File: src/rtl/uart_rx_byte.sv
// uart_rx_byte
//   Receives 8N1 UART frames, LSB first, and presents each correctly framed
//   byte on rx_data. A byte is announced by a level change of rx_strobe.
//
// Parameters
//   CLKS_PER_BIT  clk cycles per UART bit (4..65535), default 868
//
// Ports
//   clk            system clock, all state on its rising edge
//   rst            asynchronous active-high reset
//   rx_serial      raw UART line (idle high), not synchronous to clk
//   rx_data        last correctly framed byte, held until the next one
//   rx_strobe      toggles once per received byte
//   framing_error  one-cycle pulse when a stop bit samples low
module uart_rx_byte #(
  parameter int unsigned CLKS_PER_BIT = 868
) (
  input  logic       clk,
  input  logic       rst,
  input  logic       rx_serial,
  output logic [7:0] rx_data,
  output logic       rx_strobe,
  output logic       framing_error
);

  typedef enum logic [2:0] {
    IDLE  = 3'd0,
    START = 3'd1,
    DATA  = 3'd2,
    STOP  = 3'd3,
    BREAK = 3'd4
  } state_t;

  // Terminal counts for the half-bit (start) and full-bit sample intervals.
  localparam logic [15:0] HALF_M1 = 16'(CLKS_PER_BIT / 2 - 1);
  localparam logic [15:0] BIT_M1  = 16'(CLKS_PER_BIT - 1);

  logic        sync1_q, sync2_q;
  logic [1:0]  vld_q, vld_d;
  logic        armed_q, armed_d;
  state_t      state_q, state_d;
  logic [15:0] cnt_q, cnt_d;
  logic [2:0]  bit_q, bit_d;
  logic [7:0]  shift_q, shift_d;
  logic [7:0]  data_q, data_d;
  logic        strobe_q, strobe_d;
  logic        fe_q, fe_d;
  logic        rxs;

  assign rxs = sync2_q;

  always_comb begin
    // vld_q[1] marks that sync2_q holds a real line sample rather than the
    // reset value; armed_q records that the line has been seen idle-high,
    // so a line already low at reset release is not mistaken for a start.
    vld_d    = {vld_q[0], 1'b1};
    armed_d  = armed_q;
    state_d  = state_q;
    cnt_d    = cnt_q;
    bit_d    = bit_q;
    shift_d  = shift_q;
    data_d   = data_q;
    strobe_d = strobe_q;
    fe_d     = 1'b0;

    case (state_q)
      IDLE: begin
        if (vld_q[1]) begin
          if (rxs) begin
            armed_d = 1'b1;
          end else if (!armed_q) begin
            state_d = BREAK;
          end else begin
            state_d = START;
            cnt_d   = 16'd0;
            bit_d   = 3'd0;
          end
        end
      end

      START: begin
        if (cnt_q == HALF_M1) begin
          cnt_d   = 16'd0;
          // A high sample mid-start-bit is a glitch: drop it silently.
          state_d = rxs ? IDLE : DATA;
        end else begin
          cnt_d = cnt_q + 16'd1;
        end
      end

      DATA: begin
        if (cnt_q == BIT_M1) begin
          cnt_d   = 16'd0;
          shift_d = {rxs, shift_q[7:1]};
          bit_d   = bit_q + 3'd1;
          if (bit_q == 3'd7) begin
            state_d = STOP;
          end
        end else begin
          cnt_d = cnt_q + 16'd1;
        end
      end

      STOP: begin
        if (cnt_q == BIT_M1) begin
          cnt_d = 16'd0;
          if (rxs) begin
            data_d   = shift_q;
            strobe_d = ~strobe_q;
            state_d  = IDLE;
          end else begin
            fe_d    = 1'b1;
            state_d = BREAK;
          end
        end else begin
          cnt_d = cnt_q + 16'd1;
        end
      end

      BREAK: begin
        // Wait out a held-low line so it cannot start a new frame.
        if (rxs) begin
          state_d = IDLE;
          armed_d = 1'b1;
        end
      end

      default: state_d = IDLE;
    endcase
  end

  always_ff @(posedge clk or posedge rst) begin
    if (rst) begin
      sync1_q  <= 1'b1;
      sync2_q  <= 1'b1;
      vld_q    <= 2'b00;
      armed_q  <= 1'b0;
      state_q  <= IDLE;
      cnt_q    <= 16'd0;
      bit_q    <= 3'd0;
      shift_q  <= 8'h00;
      data_q   <= 8'h00;
      strobe_q <= 1'b0;
      fe_q     <= 1'b0;
    end else begin
      sync1_q  <= rx_serial;
      sync2_q  <= sync1_q;
      vld_q    <= vld_d;
      armed_q  <= armed_d;
      state_q  <= state_d;
      cnt_q    <= cnt_d;
      bit_q    <= bit_d;
      shift_q  <= shift_d;
      data_q   <= data_d;
      strobe_q <= strobe_d;
      fe_q     <= fe_d;
    end
  end

  assign rx_data       = data_q;
  assign rx_strobe     = strobe_q;
  assign framing_error = fe_q;

endmodule

File: config.mk
export PLATFORM = sky130hd
export DESIGN_NAME = uart_rx_byte
export DESIGN_NICKNAME = d
export VERILOG_FILES = /design/src/rtl/uart_rx_byte.sv
export SDC_FILE = /design/constraint.sdc
export NUM_CORES = 1
export LEC_CHECK = 0
export ABC_AREA = 1
export CORE_MARGIN = 2
export CORE_UTILIZATION = 45
export DETAILED_ROUTE_END_ITERATION = 12
export DONT_BUFFER_PORTS = 1
export MAX_ROUTING_LAYER = met4
export PLACE_DENSITY = 0.6
export SETUP_SLACK_MARGIN = 0.02
export SLEW_MARGIN = 0
export SYNTH_ARGS = -nofsm -noshare
export SYNTH_HDL_FRONTEND = slang
export SYNTH_SLANG_ARGS = --single-unit
File: constraint.sdc
create_clock -name clk -period 2.2 [get_ports clk]
set_input_delay 0.44 -clock clk [delete_from_list [all_inputs] [get_ports clk]]
set_output_delay 0.44 -clock clk [all_outputs]
set_load 0.005 [all_outputs]
==> flow_summary.ini, run 1 <==
[run_status]
status = finished clean

[route]
wl_per_cell_um = 13.6
routed_wl_mm = 5.24
via_per_inst = 5.21
first_pass_iters = 4
num_vias = 2010
drcViolationCount = 0
dr.first_iter.drc_count = 115
antenna_left = 0

[floorplanning]
io_pins = 13
die_h_um = 78.3
std_cell_rows = 27
dieArea_mm2 = 0.00613
start_util = 0.459
dieWidth_um = 78.3
fp.coreArea_mm2 = 0.00541

[worst_setup_path]
worstPathMaxFanout = 17
ff2ff_path_depth = 6
crit_path_end = rx_data[5]$_DFFE_PP0P_
reg2reg_slack_ps = 480
slowest_delay_ps = 420
worst-setup-path-type = register to register
cp.required_ps = 2380
r2r-start = cnt_q[0]$_DFFE_PP0P_
start_kind = register
path_cells = ha_1, nand3_2, nor2_8, nand4_4, nand2_1, o21ai_2
cpMaxStageDelayCell = dfrtp_1
critical_path.startpoint = cnt_q[0]$_DFFE_PP0P_
r2r_end = rx_data[5]$_DFFE_PP0P_
end_kind = register
crit_arrival_ps = 1900

[power_and_ir_drop]
power.leakage_nw = 1.28
power.density_mw_per_mm2 = 923
max-vdd-ir-drop_mv = 0.568

[global_routing]
grt-ovfl-total = 0
antenna_found_initial = 0
grt_pass1_wl_mm = 9.27
grt_pass1_vias = 2012
grt_max_degree = 32
grt.total_usage = 0.196

[yosys]
ys.warnings.count = 0
synth-seq-cells = 45
synth_area_per_cell_um2 = 8.14
synth_edf_count = 0
synthTopCellsByCount = nand2_1, dfrtp_1, inv_1
yosysUniqueCellTypes = 33
yosysMostFrequentCell = nand2_1
yosysTopAreaCellShare = 0.433
ys_seq_area_frac = 0.455
synth_ff_type = dfrtp_1
syn_area_mm2 = 0.00248
synth_top_cell_by_area = dfrtp_1
syn_inst = 305
synth_nets = 312
ys_top_cells_by_area = dfrtp_1, nand2_1, nand3_1
synthArstFlopShare = 1.00

[timing]
finClkSkew_ps = 9.88
timing.hold.ws_ps = 131
final_max_slew_viol_count = 0
final.period_utilization = 0.784
hold_viol_final = 0
period_minus_slack_ps = 1720
timing.fmax_ghz = 0.580
fin_ws_ps = 475
rsz0062_at_grt = no
timing.setup.tns_ps = 0
setup_viol = 0

[layout]
drive_gt1_frac = 0.150
syn_to_final_growth_pct = 9.43
diodes = 0
fin_cells = 386
fin_area_mm2 = 0.00272
final_nets = 320

[clock_network]
postCtsSetupBuffers = 0
clock_path_buffers = 2
path_clk_slew_ps = 90
clk-insertion-delay-late_ps = 300
numCtsBuffers = 5
hold_buffers = 1
cts_max_level = 2
cts_resized = 0
cts_tree = done
root_buffer = clkbuf_8
cts.sinks = 45

[placed_design]
gp_congestion = 0.922
dpl.cell_count = 377
dp_hpwl_mm = 3.82
place_ws_ps = 508
placed_cell_area_mm2 = 0.00259
portBuffers = 0

[hold_path]
hold_class = input port to register

[run]
maxCapViolCount = 0
==> worst min path at each step <==
stage	from	end	slack, ps	cells past startpoint
floorplan	vld_q[0]$_DFF_PP0_	vld_q[1]$_DFF_PP0_	330	0
global placement	rst	cnt_q[11]$_DFFE_PP0P_	320	1
detailed placement	rst	cnt_q[11]$_DFFE_PP0P_	320	1
CTS	rx_serial	sync1_q$_DFF_PP1_	120	0
global route	rx_serial	sync1_q$_DFF_PP1_	110	0
finish	rx_serial	sync1_q$_DFF_PP1_	130	0
==> layout by cell type (no fill, tap or decap), types with 2 or more instances in the layout <==
cell	n
buf_4	3
clkbuf_8	6
dfrtp_1	43
dfstp_2	2
ha_1	4
inv_1	35
inv_2	3
nand2_1	75
nand2_2	7
nand3_1	30
nand3_2	2
nand4_1	15
nor2_1	27
nor2_2	2
nor3_1	3
o211ai_1	8
o21ai_0	9
o21ai_1	8
o21ai_2	11
o21bai_1	2
xor2_1	4
==> sequential cells by signal, summed over array words and instances (netlist names) <==
register and flops:
cnt_q 16, rx_data 8, shift_q 8, bit_q 3
state_q 3, vld_q 2, armed_q 1, framing_error 1
rx_strobe 1, rxs 1, sync1_q 1
==> stage by stage <==
step	total power (W)	util
2_1_floorplan	0.00161	-
3_3_place_gp	0.00185	0.478
3_5_place_dp	0.00186	0.478
4_1_cts	0.00252	0.503
5_1_grt	0.00269	0.503
6_report	0.00251	0.503
==> cells by family after synthesis <==
group,synth area share
fa+ha+maj,0.0202
flops,0.455
xor+xnor,0.0176
compound gates,0.103
buf+inv,0.0711
simple gates,0.332
other cells,0.00151
==> report_power, final <==
part	total (W)	leakage [nW]	internal [W]	switching (W)
sequential	0.00102	0.602	0.000910	0.000107
clock	0.000663	0.0574	0.000370	0.000293
combinational	0.000828	0.623	0.000253	0.000575
==> layout make-up <==
type                       instances  area [µm²]
clock buffer                       6        82.6
fill                             541        2690
timing repair buffer               5        52.6
multi-input combinational        217        1180
sequential                        45        1130
tap                               72        90.1
inverter                          39         148
clock inverter                     2        37.5
==> routing by layer <==
| metal | global-route usage | part of all wire |
|---|---|---|
| met4 | 0.0632 | 0.011 |
| met2 | 0.307 | 0.47 |
| met1 | 0.255 | 0.47 |
| met3 | 0.0448 | 0.048 |
| met5 | - | 0 |
==> critical path, delay by kind of cell (launching register included) <==
kind	cells	cell delay, ps
AND/OR/NAND/NOR	4	800
AO/OA/AOI/OAI	1	60
adder cells (fa/ha/maj)	1	320
flip-flops	1	420
Note: power is estimated with default switching activity, not from simulation.
==> inputs of run 2 (changes only) <==
- PLACE_DENSITY: 0.6 -> 0.62
- clock period: 2.2 -> 1.5 ns (I/O delays scaled with it)
==> run 2 against run 1 <==
Effect of this change: count of clock-buffer cells in the layout fell by 1; worst hold slack improved by 220 ps; global-route usage rose by 0.22 points; die area did not move; highest routed layer unchanged; routed wire length rose by 6.4%; via count rose by 3.4%; non-clock buffer count rose by 19; largest cell class unchanged; critical path depth rose by 2; final area rose by 10%.
==> flow_summary.ini, run 2 (same netlist as run 1, synthesis figures left out) <==
[hold_path]
hold_class = register to register

[worst_setup_path]
worstPathMaxFanout = 5
path_delay_family = flip-flops
cp.required_ps = 1670
crit_arrival_ps = 1630
end_kind = register
cpMaxStageDelayCell = dfrtp_1
start_kind = register
worst-setup-path-type = register to register
path_cells = inv_1, ha_4, nand3_2, nor2_2, nand2_2, buf_6, nand3b_1, o211ai_1
slowest_delay_ps = 430
cp_num_buf_inv = 2

[timing]
final.period_utilization = 0.971
setup_viol = 0
timing.hold.ws_ps = 353
period_minus_slack_ps = 1460
finClkSkew_ps = 8.52
final_max_slew_viol_count = 0
hold_viol_final = 0
rsz0062_at_grt = yes
timing.setup.tns_ps = 0
timing.fmax_ghz = 0.687

[global_routing]
antenna_found_initial = 0
grt.total_usage = 0.198
grt_pass1_vias = 1978
grt_max_degree = 23
grt_pass1_wl_mm = 9.35
grt-ovfl-total = 0

[floorplanning]
dieWidth_um = 78.3
die_h_um = 78.3
std_cell_rows = 27
io_pins = 13
fp.coreArea_mm2 = 0.00541
start_util = 0.459
dieArea_mm2 = 0.00613

[layout]
fin_cells = 405
largest_reg_flops = 16
diodes = 0
fin_area_mm2 = 0.00300
syn_to_final_growth_pct = 20.7
fillers = 506
layout.cells.most_common = nand2_1
layout_common_cells = nand2_1, dfrtp_1, inv_1
final_nets = 339
regMostFlops = cnt_q
drive_gt1_frac = 0.261

[route]
wl_per_cell_um = 13.8
dr.first_iter.drc_count = 212
antenna_left = 0
routed_wl_mm = 5.58
drcViolationCount = 0
first_pass_iters = 4
via_per_inst = 5.13
num_vias = 2078

[power_and_ir_drop]
power_switching_w = 0.00157
p_int_w = 0.00260
max-vdd-ir-drop_mv = 0.751
p_comb_frac = 0.378
power.density_mw_per_mm2 = 1390
sequentialPowerShare = 0.358
pwr-share-clk = 0.265
power.leakage_nw = 1.40
p_sw_frac = 0.377

[clock_network]
cts_tree = done
cts.sinks = 45
clk-insertion-delay-late_ps = 300
path_clk_slew_ps = 80
clock_path_buffers = 2
cts_max_level = 2
root_buffer = clkbuf_8
numCtsBuffers = 5

[placed_design]
placed_cell_area_mm2 = 0.00271
dpl.cell_count = 392
dp_hpwl_mm = 4.02
gp_congestion = 0.870
portBuffers = 0

[run_status]
status = finished clean

[run]
maxCapViolCount = 0
[run 2: changes by cell type in the layout (fill, tap and decap cells not counted), sizes merged]
| cell | delta |
|---|---|
| clkinv | +1 |
| bufinv | +1 |
| clkinvlp | -1 |
| dlygate4sd3 | +1 |
| buf | +18 |
| clkbuf | -1 |
[run 2: per-layer routing]
layer / part of all wire / track usage / up-vias
li1: - / - / 1055
met1: 0.48 / 0.269 / 978
met2: 0.48 / 0.316 / 41
met3: 0.034 / 0.0287 / 4
met4: 0.0068 / 0.0526 / 0
met5: 0 / - / -
[run 2: final timing paths]
| check | startpoint | end | slack, ps | depth (start not counted) |
|---|---|---|---|---|
| worst max register to register | cnt_q[1]$_DFFE_PP0P_ | cnt_q[4]$_DFFE_PP0P_ | 40 | 8 |
| worst max-delay path | cnt_q[1]$_DFFE_PP0P_ | cnt_q[4]$_DFFE_PP0P_ | 40 | 8 |
| worst min-delay path | vld_q[0]$_DFF_PP0_ | vld_q[1]$_DFF_PP0_ | 350 | 0 |
| min in group asynchronous | rst | rx_data[2]$_DFFE_PP0P_ | 470 | 2 |
| worst min register to register | vld_q[0]$_DFF_PP0_ | vld_q[1]$_DFF_PP0_ | 350 | 0 |
| max in group asynchronous | rst | cnt_q[8]$_DFFE_PP0P_ | 520 | 3 |
[run 2: final cells by class]
type                            instances  area (µm²)  area share
Clock inverter                          3        65.1      0.0217
Multi-Input combinational cell        217        1270       0.424
Inverter                               39         148      0.0493
Clock buffer                            5        68.8      0.0230
Timing Repair Buffer                   24         218      0.0727
Tap cell                               72        90.1      0.0301
Sequential cell                        45        1140       0.379
[run 2: power groups by stage]
stage / sequential [W] / clock [W] / combinational [W]
finish: 0.00149 / 0.00110 / 0.00157
global route: 0.00151 / 0.00116 / 0.00174
floorplan: 0.00147 / 0 / 0.000897
CTS: 0.00146 / 0.00110 / 0.00134
global placement: 0.00148 / 0 / 0.00131
detailed placement: 0.00148 / 0 / 0.00133
[run 2: stage by stage]
step | total power [W] | setup WS (ps) | util
6_report | 0.00416 | 43.7 | 0.554
2_1_floorplan | 0.00236 | 50.0 | -
5_1_grt | 0.00441 | -32.9 | 0.554
4_1_cts | 0.00390 | 27.0 | 0.531
3_3_place_gp | 0.00280 | 70.1 | 0.502
3_5_place_dp | 0.00281 | 47.3 | 0.502
[run 2: repair_timing]
action,CTS,global route
endpoints found under the hold margin,19,0
endpoints found under the setup margin,0,31
hold buffers,2,0
setup buffers,0,3
gates resized for setup,0,30
==> inputs of run 3 (changes only) <==
- CELL_PAD_IN_SITES_DETAIL_PLACEMENT: unset -> 1
- CELL_PAD_IN_SITES_GLOBAL_PLACEMENT: unset -> 1
- CORE_UTILIZATION: 45 -> 43
- PLACE_DENSITY: 0.62 -> 0.75
==> run 3 against run 2 <==
Effect of this change: the run now ends with setup timing left; register-to-register slack got worse by 100 ps; non-clock buffer count rose by 3; critical endpoint is now cnt_q[2]$_DFFE_PP0P_; die area rose by 4.4%; cell count rose by 0.74%; count of clock-buffer cells in the layout did not move; core utilization fell by 0.27 points; clock skew rose by 0.94 ps; clock power fell by 28%; largest cell class unchanged; first-iteration DRC count fell by 5.7%.
==> flow_summary.ini, run 3 (same netlist as run 1, synthesis figures left out) <==
[clock_network]
clk-insertion-delay-late_ps = 310
numCtsBuffers = 5
cts.sinks = 45
path_clk_slew_ps = 100
cts_max_level = 2
root_buffer = clkbuf_8
cts_tree = done
clock_path_buffers = 2

[layout]
largest_reg_flops = 16
diodes = 0
fin_area_mm2 = 0.00306
layout.cells.most_common = nand2_1
syn_to_final_growth_pct = 23.1
fillers = 664
layout_common_cells = nand2_1, dfrtp_1, inv_1
regMostFlops = cnt_q
drive_gt1_frac = 0.307
final_nets = 342

[global_routing]
grt_pass1_wl_mm = 12.0
grt_max_degree = 25
antenna_found_initial = 0
grt_pass1_vias = 2363
grt.total_usage = 0.253
grt-ovfl-total = 0

[floorplanning]
dieWidth_um = 80.0
io_pins = 13
die_h_um = 80.0
fp.coreArea_mm2 = 0.00554
start_util = 0.448
dieArea_mm2 = 0.00640
std_cell_rows = 27

[worst_setup_path]
ff2ff_path_depth = 7
reg2reg_slack_ps = -60
r2r_end = cnt_q[2]$_DFFE_PP0P_
crit_arrival_ps = 1740
r2r-start = cnt_q[10]$_DFFE_PP0P_
worstPathMaxFanout = 5
end_kind = register
worst-setup-path-type = register to register
start_kind = register
cp.required_ps = 1670

[power_and_ir_drop]
p_comb_frac = 0.447
power.density_mw_per_mm2 = 1360
p_sw_frac = 0.437
power_switching_w = 0.00182
max-vdd-ir-drop_mv = 0.874
p_int_w = 0.00234
pwr-share-clk = 0.190
power.leakage_nw = 1.40
sequentialPowerShare = 0.363

[timing]
hold_viol_final = 0
finClkSkew_ps = 9.46
final.period_utilization = 1.04
rsz0062_at_grt = yes
timing.fmax_ghz = 0.641
setup_viol = 8
tightest_slew_ps = 525
fin_ws_ps = -60.9
relSlewSlack = 0.650
period_minus_slack_ps = 1560
final_max_slew_viol_count = 0

[run_status]
status = complete, but fails checks
violations = setup timing

[route]
routed_wl_mm = 7.70
first_pass_iters = 4
via_per_inst = 5.53
wl_per_cell_um = 18.9
antenna_left = 0
num_vias = 2256
dr.first_iter.drc_count = 200
drcViolationCount = 0

[hold_path]
min_path_cells = 0
min_from = vld_q[0]$_DFF_PP0_
hold_class = register to register
holdPathEnd = vld_q[1]$_DFF_PP0_

[run]
maxCapViolCount = 0

[placed_design]
dp_hpwl_mm = 4.69
place_ws_ps = -111
placed_cell_area_mm2 = 0.00268
portBuffers = 0
gp_congestion = 0.879
## run 3: cell types whose count changed in the layout (fill, tap and decap cells not counted), sizes merged
cell	previous run	this run
inv	38	39
buf	22	25
clkinvlp	0	1
bufinv	2	0
## run 3: worst max-delay path by stage
| stage | start | end | cells past startpoint |
|---|---|---|---|
| final | cnt_q[10]$_DFFE_PP0P_ | cnt_q[2]$_DFFE_PP0P_ | 7 |
| after CTS | cnt_q[0]$_DFFE_PP0P_ | cnt_q[4]$_DFFE_PP0P_ | 8 |
| after detailed placement | cnt_q[1]$_DFFE_PP0P_ | rx_data[5]$_DFFE_PP0P_ | 6 |
| after floorplan | cnt_q[0]$_DFFE_PP0P_ | rx_data[1]$_DFFE_PP0P_ | 7 |
| after global routing | cnt_q[4]$_DFFE_PP0P_ | cnt_q[10]$_DFFE_PP0P_ | 6 |
| after global placement | cnt_q[1]$_DFFE_PP0P_ | rx_strobe$_DFFE_PP0P_ | 5 |
## run 3: what timing repair did
action	in CTS	in global routing
pin swaps	4	6
setup endpoints to repair	24	39
resized for setup	17	36
setup buffers	3	7
hold endpoints to repair	22	0
hold buffers	2	0
## run 3: stage by stage
step | cells | TNS, ps | hold slack (ps) | utilization | power [W]
after floorplan | 305 | 0 | 304 | - | 0.00236
after global placement | 388 | -38.8 | 242 | 0.484 | 0.00280
after detailed placement | 388 | -1180 | 251 | 0.484 | 0.00285
after CTS | 401 | 0 | 363 | 0.521 | 0.00382
after global routing | 408 | -1220 | 366 | 0.551 | 0.00440
final | 408 | -122 | 361 | 0.551 | 0.00416
## run 3: power by group through the flow
| stage | Combinational, W | Clock, W | Sequential [W] |
|---|---|---|---|
| floorplan | 0.000897 | 0 | 0.00147 |
| global placement | 0.00132 | 0 | 0.00149 |
| detailed placement | 0.00135 | 0 | 0.00150 |
| CTS | 0.00150 | 0.000814 | 0.00150 |
| global route | 0.00201 | 0.000855 | 0.00153 |
| finish | 0.00186 | 0.000791 | 0.00151 |
## run 3: metal layers
metal | track usage | share of wire | vias to the layer above
met5 | - | 0 | -
met4 | 0.103 | 0.028 | 0
met3 | 0.0509 | 0.044 | 21
met2 | 0.415 | 0.52 | 49
met1 | 0.304 | 0.41 | 1129
li1 | - | - | 1057
## run 3: final cells by class
cell class | instances | area, µm² | area share
Inverter | 39 | 148 | 0.0483
Sequential cell | 45 | 1140 | 0.373
Clock inverter | 3 | 21.3 | 0.00696
Multi-Input combinational cell | 217 | 1340 | 0.437
Clock buffer | 5 | 68.8 | 0.0225
Timing Repair Buffer | 27 | 253 | 0.0827
Tap cell | 72 | 90.1 | 0.0295
## run 3: critical path: stages (launching register included)
cell	delay (ps)
dfrtp_1	430
nor2_1	230
nand3_1	160
nor2_2	160
nand2_4	90
buf_6	140
nand3_1	90
o211ai_1	130
